`config.mk`:
```
export PLATFORM = sky130hd
export DESIGN_NAME = multdiv_ctrl_flat
export DESIGN_NICKNAME = d
export VERILOG_FILES = /design/src/rtl/multdiv_ctrl_pkg.sv /design/src/rtl/multdiv_ctrl_if.sv /design/src/rtl/multdiv_ctrl_watchdog_counter.sv /design/src/rtl/multdiv_ctrl.sv /design/src/flat_wrapper.sv
export SDC_FILE = /design/constraint.sdc
export NUM_CORES = 1
export LEC_CHECK = 0
export CAP_MARGIN = 15
export CORE_ASPECT_RATIO = 1.2
export CORE_MARGIN = 2
export CORE_UTILIZATION = 45
export DETAILED_ROUTE_END_ITERATION = 8
export GPL_ROUTABILITY_DRIVEN = 0
export PLACE_DENSITY = 0.83
export REMOVE_ABC_BUFFERS = 1
export SYNTH_ARGS = -nofsm -noshare
export SYNTH_HDL_FRONTEND = slang
export SYNTH_SLANG_ARGS = --single-unit
```
`constraint.sdc`:
```
create_clock -name clock -period 7 [get_ports clock]
set_clock_uncertainty 0.1 [all_clocks]
set_input_delay 1.75 -clock clock [delete_from_list [all_inputs] [get_ports clock]]
set_output_delay 1.75 -clock clock [all_outputs]
set_load 0.01 [all_outputs]
```
`src/rtl/multdiv_ctrl_pkg.sv`:
```
// Shared definitions for the multiply/divide sequencing controller.
// The decode and hazard units import the same state encoding and status codes.
package multdiv_ctrl_pkg;

  localparam int DATA_W = 32;
  localparam int REG_W  = 5;
  localparam int CNT_W  = 6;

  localparam int DEF_TIMEOUT     = 40;
  localparam int DEF_RSTATUS     = 30;
  localparam int DEF_EXC_MULT    = 4;
  localparam int DEF_EXC_DIV     = 5;
  localparam int DEF_EXC_TIMEOUT = 6;

  typedef enum logic [1:0] {
    IDLE  = 2'd0,
    START = 2'd1,
    BUSY  = 2'd2,
    WB    = 2'd3
  } state_t;

endpackage

```
`src/rtl/multdiv_ctrl_if.sv`:
```
// Bundle of pipeline request, mult/div unit and writeback signals.
// master = pipeline/unit/regfile side, slave = the controller.
interface multdiv_ctrl_if;
  import multdiv_ctrl_pkg::*;

  logic              req_valid;
  logic              req_is_div;
  logic [DATA_W-1:0] req_opA;
  logic [DATA_W-1:0] req_opB;
  logic [REG_W-1:0]  req_rd;
  logic              stall;
  logic              busy;
  logic [REG_W-1:0]  pend_rd;
  logic [DATA_W-1:0] md_opA;
  logic [DATA_W-1:0] md_opB;
  logic              md_ctrl_mult;
  logic              md_ctrl_div;
  logic [DATA_W-1:0] md_result;
  logic              md_exception;
  logic              md_resultRDY;
  logic              wb_valid;
  logic [REG_W-1:0]  wb_rd;
  logic [DATA_W-1:0] wb_data;
  logic              wb_grant;

  modport master (
    output req_valid, req_is_div, req_opA, req_opB, req_rd,
    output md_result, md_exception, md_resultRDY, wb_grant,
    input  stall, busy, pend_rd, md_opA, md_opB, md_ctrl_mult, md_ctrl_div,
    input  wb_valid, wb_rd, wb_data
  );

  modport slave (
    input  req_valid, req_is_div, req_opA, req_opB, req_rd,
    input  md_result, md_exception, md_resultRDY, wb_grant,
    output stall, busy, pend_rd, md_opA, md_opB, md_ctrl_mult, md_ctrl_div,
    output wb_valid, wb_rd, wb_data
  );
endinterface

```
`src/rtl/multdiv_ctrl_watchdog_counter.sv`:
```
// Watchdog for the BUSY phase: clear wins over enable, tc flags the last allowed cycle.
module watchdog_counter
  import multdiv_ctrl_pkg::*;
#(
  parameter int TC = DEF_TIMEOUT - 1
) (
  input  logic clock,
  input  logic reset,
  input  logic clr,
  input  logic en,
  output logic tc
);
  logic [CNT_W-1:0] cnt;

  // count enabled cycles since the last clear
  always_ff @(posedge clock or posedge reset) begin
    if (reset)     cnt <= '0;
    else if (clr)  cnt <= '0;
    else if (en)   cnt <= cnt + 1'b1;
  end

  assign tc = (cnt == CNT_W'(TC));
endmodule

```
`src/rtl/multdiv_ctrl.sv`:
```
// Sequencer between the pipeline and the shared multiply/divide unit:
// accept, one-cycle start pulse, wait for ready (or watchdog), handshaked writeback.
module multdiv_ctrl
  import multdiv_ctrl_pkg::*;
#(
  parameter int TIMEOUT     = DEF_TIMEOUT,
  parameter int RSTATUS     = DEF_RSTATUS,
  parameter int EXC_MULT    = DEF_EXC_MULT,
  parameter int EXC_DIV     = DEF_EXC_DIV,
  parameter int EXC_TIMEOUT = DEF_EXC_TIMEOUT
) (
  input  logic          clock,
  input  logic          reset,
  multdiv_ctrl_if.slave bus
);
  state_t            state;
  logic              is_div;
  logic [REG_W-1:0]  pend_rd;
  logic [REG_W-1:0]  wb_rd;
  logic [DATA_W-1:0] md_opA, md_opB, wb_data;
  logic              md_ctrl_mult, md_ctrl_div, wb_valid;
  logic              wd_clr, wd_en, wd_tc;

  // watchdog restarts in START so a stale count never leaks into the next op;
  // tc fires in the TIMEOUT-th BUSY cycle
  assign wd_clr = (state == START);
  assign wd_en  = (state == BUSY);

  watchdog_counter #(.TC(TIMEOUT - 1)) u_wd (
    .clock (clock),
    .reset (reset),
    .clr   (wd_clr),
    .en    (wd_en),
    .tc    (wd_tc)
  );

  // control FSM with its datapath registers; start pulses default low every cycle
  always_ff @(posedge clock or posedge reset) begin
    if (reset) begin
      state        <= IDLE;
      is_div       <= 1'b0;
      pend_rd      <= '0;
      md_opA       <= '0;
      md_opB       <= '0;
      md_ctrl_mult <= 1'b0;
      md_ctrl_div  <= 1'b0;
      wb_valid     <= 1'b0;
      wb_rd        <= '0;
      wb_data      <= '0;
    end else begin
      md_ctrl_mult <= 1'b0;
      md_ctrl_div  <= 1'b0;
      case (state)
        IDLE: if (bus.req_valid) begin
          is_div       <= bus.req_is_div;
          pend_rd      <= bus.req_rd;
          md_opA       <= bus.req_opA;
          md_opB       <= bus.req_opB;
          md_ctrl_mult <= ~bus.req_is_div;
          md_ctrl_div  <= bus.req_is_div;
          state        <= START;
        end
        // ready may still be high from the previous op here, so it is not looked at
        START: state <= BUSY;
        BUSY: begin
          if (bus.md_resultRDY) begin
            wb_valid <= 1'b1;
            state    <= WB;
            if (bus.md_exception) begin
              wb_rd   <= REG_W'(RSTATUS);
              wb_data <= is_div ? DATA_W'(EXC_DIV) : DATA_W'(EXC_MULT);
            end else begin
              wb_rd   <= pend_rd;
              wb_data <= bus.md_result;
            end
          end else if (wd_tc) begin
            wb_valid <= 1'b1;
            wb_rd    <= REG_W'(RSTATUS);
            wb_data  <= DATA_W'(EXC_TIMEOUT);
            state    <= WB;
          end
        end
        WB: if (bus.wb_grant) begin
          wb_valid <= 1'b0;
          pend_rd  <= '0;
          state    <= IDLE;
        end
        default: state <= IDLE;
      endcase
    end
  end

  assign bus.busy         = (state != IDLE);
  assign bus.stall        = bus.req_valid & (state != IDLE);
  assign bus.pend_rd      = pend_rd;
  assign bus.md_opA       = md_opA;
  assign bus.md_opB       = md_opB;
  assign bus.md_ctrl_mult = md_ctrl_mult;
  assign bus.md_ctrl_div  = md_ctrl_div;
  assign bus.wb_valid     = wb_valid;
  assign bus.wb_rd        = wb_rd;
  assign bus.wb_data      = wb_data;
endmodule

```
`src/flat_wrapper.sv`:
```
// flat-port wrapper written by rule: the top's interface ports become plain ports
module multdiv_ctrl_flat import multdiv_ctrl_pkg::*;
#(
  parameter int TIMEOUT     = DEF_TIMEOUT,
  parameter int RSTATUS     = DEF_RSTATUS,
  parameter int EXC_MULT    = DEF_EXC_MULT,
  parameter int EXC_DIV     = DEF_EXC_DIV,
  parameter int EXC_TIMEOUT = DEF_EXC_TIMEOUT
)
  (clock, reset, bus_req_valid, bus_req_is_div, bus_req_opA, bus_req_opB, bus_req_rd, bus_md_result, bus_md_exception, bus_md_resultRDY, bus_wb_grant, bus_stall, bus_busy, bus_pend_rd, bus_md_opA, bus_md_opB, bus_md_ctrl_mult, bus_md_ctrl_div, bus_wb_valid, bus_wb_rd, bus_wb_data);
  multdiv_ctrl_if bus_i ();
  input  logic clock;
  input  logic reset;
  input wire logic [$bits(bus_i.req_valid)-1:0] bus_req_valid;
  input wire logic [$bits(bus_i.req_is_div)-1:0] bus_req_is_div;
  input wire logic [$bits(bus_i.req_opA)-1:0] bus_req_opA;
  input wire logic [$bits(bus_i.req_opB)-1:0] bus_req_opB;
  input wire logic [$bits(bus_i.req_rd)-1:0] bus_req_rd;
  input wire logic [$bits(bus_i.md_result)-1:0] bus_md_result;
  input wire logic [$bits(bus_i.md_exception)-1:0] bus_md_exception;
  input wire logic [$bits(bus_i.md_resultRDY)-1:0] bus_md_resultRDY;
  input wire logic [$bits(bus_i.wb_grant)-1:0] bus_wb_grant;
  output wire logic [$bits(bus_i.stall)-1:0] bus_stall;
  output wire logic [$bits(bus_i.busy)-1:0] bus_busy;
  output wire logic [$bits(bus_i.pend_rd)-1:0] bus_pend_rd;
  output wire logic [$bits(bus_i.md_opA)-1:0] bus_md_opA;
  output wire logic [$bits(bus_i.md_opB)-1:0] bus_md_opB;
  output wire logic [$bits(bus_i.md_ctrl_mult)-1:0] bus_md_ctrl_mult;
  output wire logic [$bits(bus_i.md_ctrl_div)-1:0] bus_md_ctrl_div;
  output wire logic [$bits(bus_i.wb_valid)-1:0] bus_wb_valid;
  output wire logic [$bits(bus_i.wb_rd)-1:0] bus_wb_rd;
  output wire logic [$bits(bus_i.wb_data)-1:0] bus_wb_data;
  assign bus_i.req_valid = bus_req_valid;
  assign bus_i.req_is_div = bus_req_is_div;
  assign bus_i.req_opA = bus_req_opA;
  assign bus_i.req_opB = bus_req_opB;
  assign bus_i.req_rd = bus_req_rd;
  assign bus_i.md_result = bus_md_result;
  assign bus_i.md_exception = bus_md_exception;
  assign bus_i.md_resultRDY = bus_md_resultRDY;
  assign bus_i.wb_grant = bus_wb_grant;
  assign bus_stall = bus_i.stall;
  assign bus_busy = bus_i.busy;
  assign bus_pend_rd = bus_i.pend_rd;
  assign bus_md_opA = bus_i.md_opA;
  assign bus_md_opB = bus_i.md_opB;
  assign bus_md_ctrl_mult = bus_i.md_ctrl_mult;
  assign bus_md_ctrl_div = bus_i.md_ctrl_div;
  assign bus_wb_valid = bus_i.wb_valid;
  assign bus_wb_rd = bus_i.wb_rd;
  assign bus_wb_data = bus_i.wb_data;
  multdiv_ctrl #(.TIMEOUT(TIMEOUT), .RSTATUS(RSTATUS), .EXC_MULT(EXC_MULT), .EXC_DIV(EXC_DIV), .EXC_TIMEOUT(EXC_TIMEOUT)) u_core (.clock(clock), .reset(reset), .bus(bus_i));
endmodule
```
==> flow_summary_export.csv <==
group,metric,value,unit
status,status,"completed",
flow_run,max_cap_violations,0,
synth,synthTopCellsByCount,"sky130_fd_sc_hd__dfrtp_1 (118), sky130_fd_sc_hd__mux2_2 (66), sky130_fd_sc_hd__inv_1 (50)",
global_route,grt_use_total,21.8,%
synth,syn_std_cell_area,4970,um^2
power_and_ir_drop,swShare,30.5,%
clock_tree,postCtsSetupRepairBufs,0,
power_and_ir_drop,power.internal,2.48,mW
final_layout,multi_input_logic_area,1670,um^2
worst_setup_path,critical_path_class,"input pin to primary output",
final_layout,antennaDiodeCount,0,
synth,postSynthRegisterBits,118,
clock_tree,worst_setup_hold_path_clk_slew,0.05,ns
worst_setup_path,worst-path-max-fanout,9,
synth,synth_enable_flop_cells,0,
timing,timing.max_slew.rel_slack,34.4,%
route,route.vias.total,3952,
synth,synthFlopType,"sky130_fd_sc_hd__dfrtp_1",
route,drt_pre_antenna_iters,4,
clock_tree,clock_tree.buffer_depth,2,
die,floorplan.initialDensity,45.7,%
synth,netlist-cell-type-count,42,
placed_design,port_buffers,218,
route,first_iter_violations,85,
die,core_area,10900,um^2
route,ant_nets,0,
die,dieArea,11900,um^2
power_and_ir_drop,clkPwrFrac,25.6,%
timing,timing.final.max_slew_violations,0,
timing,timing.final.ws_setup,2.06,ns
hold_path,min_delay_path_depth,1,
timing,timing.final.hold_violations,0,
power_and_ir_drop,share_comb_of_total_power,41.3,%
global_route,grt_start_max_net_pins,67,
timing,setup_repair_after_global_routing_missed_its_margin,"false",
route,route.detailed.drc,0,
global_route,global_route.overflow_total,0,
final_layout,final_core_utilization,71.8,%
final_layout,postLayoutCellArea,7820,um^2
final_layout,drive_gt1_share,17.1,%
worst_setup_path,end_kind,"primary output",
timing,layout_worst_path_cycle_share,70.6,%
timing,hold_slack,0.402,ns
power_and_ir_drop,pwr-share-seq,33.1,%
power_and_ir_drop,switching_power,1.09,mW
clock_tree,cts_num_sinks,118,
final_layout,register_area,2950,um^2
timing,period_minus_slack,4.94,ns
final_layout,fillCellCount,750,
synth,yosysTopAreaCell,"sky130_fd_sc_hd__dfrtp_1",
synth,yosys.area.top_type_share,59.4,%
route,detail_route.vias_per_cell,5.21,
global_route,first_global_vias,4053,
worst_setup_path,critical_path_arrival,3.09,ns
die,rows,42,
route,wl_per_cell,17.0,um
die,floorplan.die.height,119,um
synth,postSynthCellCount,398,
global_route,grt_first_pass_wirelength,20200,um
synth,syn_avg_cell_area,12.5,um^2
clock_tree,cts_buffers,17,
clock_tree,holdBufCountCts,0,
synth,synth-async-reset-ratio,100,%
clock_tree,root_buffer,"sky130_fd_sc_hd__clkbuf_16",
global_route,antenna_found_initial,0,
die,io_pins,219,
hold_path,hold_path.class,"flop to flop",
placed_design,preCtsSetupSlack,2.05,ns
clock_tree,clk_latency,0.40,ns
synth,yosysSeqAreaShare,59.4,%
synth,synthesis_warning_total,0,
power_and_ir_drop,finalPower,3.56,mW
final_layout,final-instance-count-excl-fill,759,
placed_design,place_area,7190,um^2
worst_setup_path,required,5.15,ns
timing,achievable-frequency,0.202,GHz
power_and_ir_drop,power.leakage,3.35,nW
clock_tree,tritoncts,"yes",
clock_tree,cts_repair_resize_count,0,
timing,setup-violations-final,0,
placed_design,place_inst,727,
final_layout,area_delta_synth_final,57.2,%
worst_setup_path,critPathLaunchType,"input pin",
synth,post_synth_main_area_contributors,"sky130_fd_sc_hd__dfrtp_1 (59%), sky130_fd_sc_hd__mux2_2 (15%), sky130_fd_sc_hd__inv_1 (3.8%)",
power_and_ir_drop,power-per-cell-area,456,nW/um^2
clock_tree,cts_htree_levels,4,
final_layout,layout.nets,728,
placed_design,hpwlAfterDp,9120,um
worst_setup_path,timing.reg2reg.worst_path_depth,6,
power_and_ir_drop,peakVddDrop,234,uV
die,die-width,99.9,um
timing,max_slew.worst_pin.slew,0.980,ns
synth,post-synth-top-count-cell,"sky130_fd_sc_hd__dfrtp_1",
route,routed_wirelength,12900,um
timing,setup_total_negative_slack,0,ns
[cells in the final DEF (no fill, tap or decap), types with 7 or more instances in the layout]
master	n
sky130_fd_sc_hd__mux2_2	66
sky130_fd_sc_hd__dfrtp_1	118
sky130_fd_sc_hd__nor2_1	9
sky130_fd_sc_hd__clkdlybuf4s50_1	218
sky130_fd_sc_hd__inv_1	49
sky130_fd_sc_hd__o21ai_0	28
sky130_fd_sc_hd__clkbuf_16	17
sky130_fd_sc_hd__nand4_1	30
sky130_fd_sc_hd__mux2i_1	7
sky130_fd_sc_hd__o21ai_1	10
[power groups by stage]
stage / clock [mW] / sequential (mW) / combinational (mW)
after floorplan: 0 / 1.30 / 0.548
final: 0.912 / 1.18 / 1.47
after global placement: 0 / 1.16 / 1.43
after detailed placement: 0 / 1.19 / 1.47
after global routing: 0.956 / 1.22 / 1.57
after CTS: 0.923 / 1.18 / 1.49
[metal layers]
layer	GRT usage (%)	routed length (um)	vias up	part of all wire, %
met5	0	0	-	0
met4	10.4	387	0	3.0
met3	5.05	816	32	6.3
met2	36.7	6600	166	51
met1	26.2	5120	1947	40
li1	-	-	1807	-
[flip-flops by register name (all words and copies together), names as in the netlist]
| signal | count |
|---|---|
| u_core.bus.md_opA | 32 |
| u_core.bus.md_opB | 32 |
| u_core.bus.wb_data | 32 |
| u_core.u_wd.cnt | 6 |
| u_core.bus.pend_rd | 5 |
| u_core.bus.wb_rd | 5 |
| u_core.state | 2 |
| u_core.bus.md_ctrl_div | 1 |
| u_core.bus.md_ctrl_mult | 1 |
| u_core.bus.wb_valid | 1 |
| u_core.is_div | 1 |
[cells by family (layout without fill, tap and decap cells)]
logic type | after synthesis | in the layout | synth area share, %
AOI/OAI and AO/OA | 56 | 56 | 6.57
and+or+nand+nor | 68 | 68 | 8.68
adders and majority gates | 6 | 6 | 1.51
DFF | 118 | 118 | 59.4
xor gates and xnor gates | 1 | 1 | 0.176
buffers and inverters | 75 | 304 | 7.07
muxes | 74 | 74 | 16.6
[final timing paths]
check / start / endpoint / slack (ns)
worst max-delay path: bus_req_valid / bus_stall / 2.06
worst min-delay path: u_core.bus.md_opB[5]$_DFFE_PP0P_ / u_core.bus.md_opB[5]$_DFFE_PP0P_ / 0.40
worst max register to register: u_core.state[0]$_DFFE_PP0P_ / u_core.bus.wb_rd[0]$_DFFE_PP0P_ / 4.30
worst min register to register: u_core.bus.md_opB[5]$_DFFE_PP0P_ / u_core.bus.md_opB[5]$_DFFE_PP0P_ / 0.40
max in group asynchronous: reset / u_core.bus.md_opB[6]$_DFFE_PP0P_ / 3.84
min in group asynchronous: reset / u_core.bus.md_opA[26]$_DFFE_PP0P_ / 1.75
[layout make-up]
type / count / area share, %
Inverter: 50 / 2.43
Multi-Input combinational cell: 205 / 21.4
Clock inverter: 9 / 1.89
Tap cell: 132 / 2.11
Timing Repair Buffer: 222 / 28.3
Clock buffer: 23 / 6.12
Sequential cell: 118 / 37.8
[critical path, stage by stage]
cell                              delay [ns]
sky130_fd_sc_hd__clkdlybuf4s50_1        0.63
sky130_fd_sc_hd__nor2b_1                0.17
sky130_fd_sc_hd__clkdlybuf4s50_1        0.54
(Power assumes the default switching activity.)
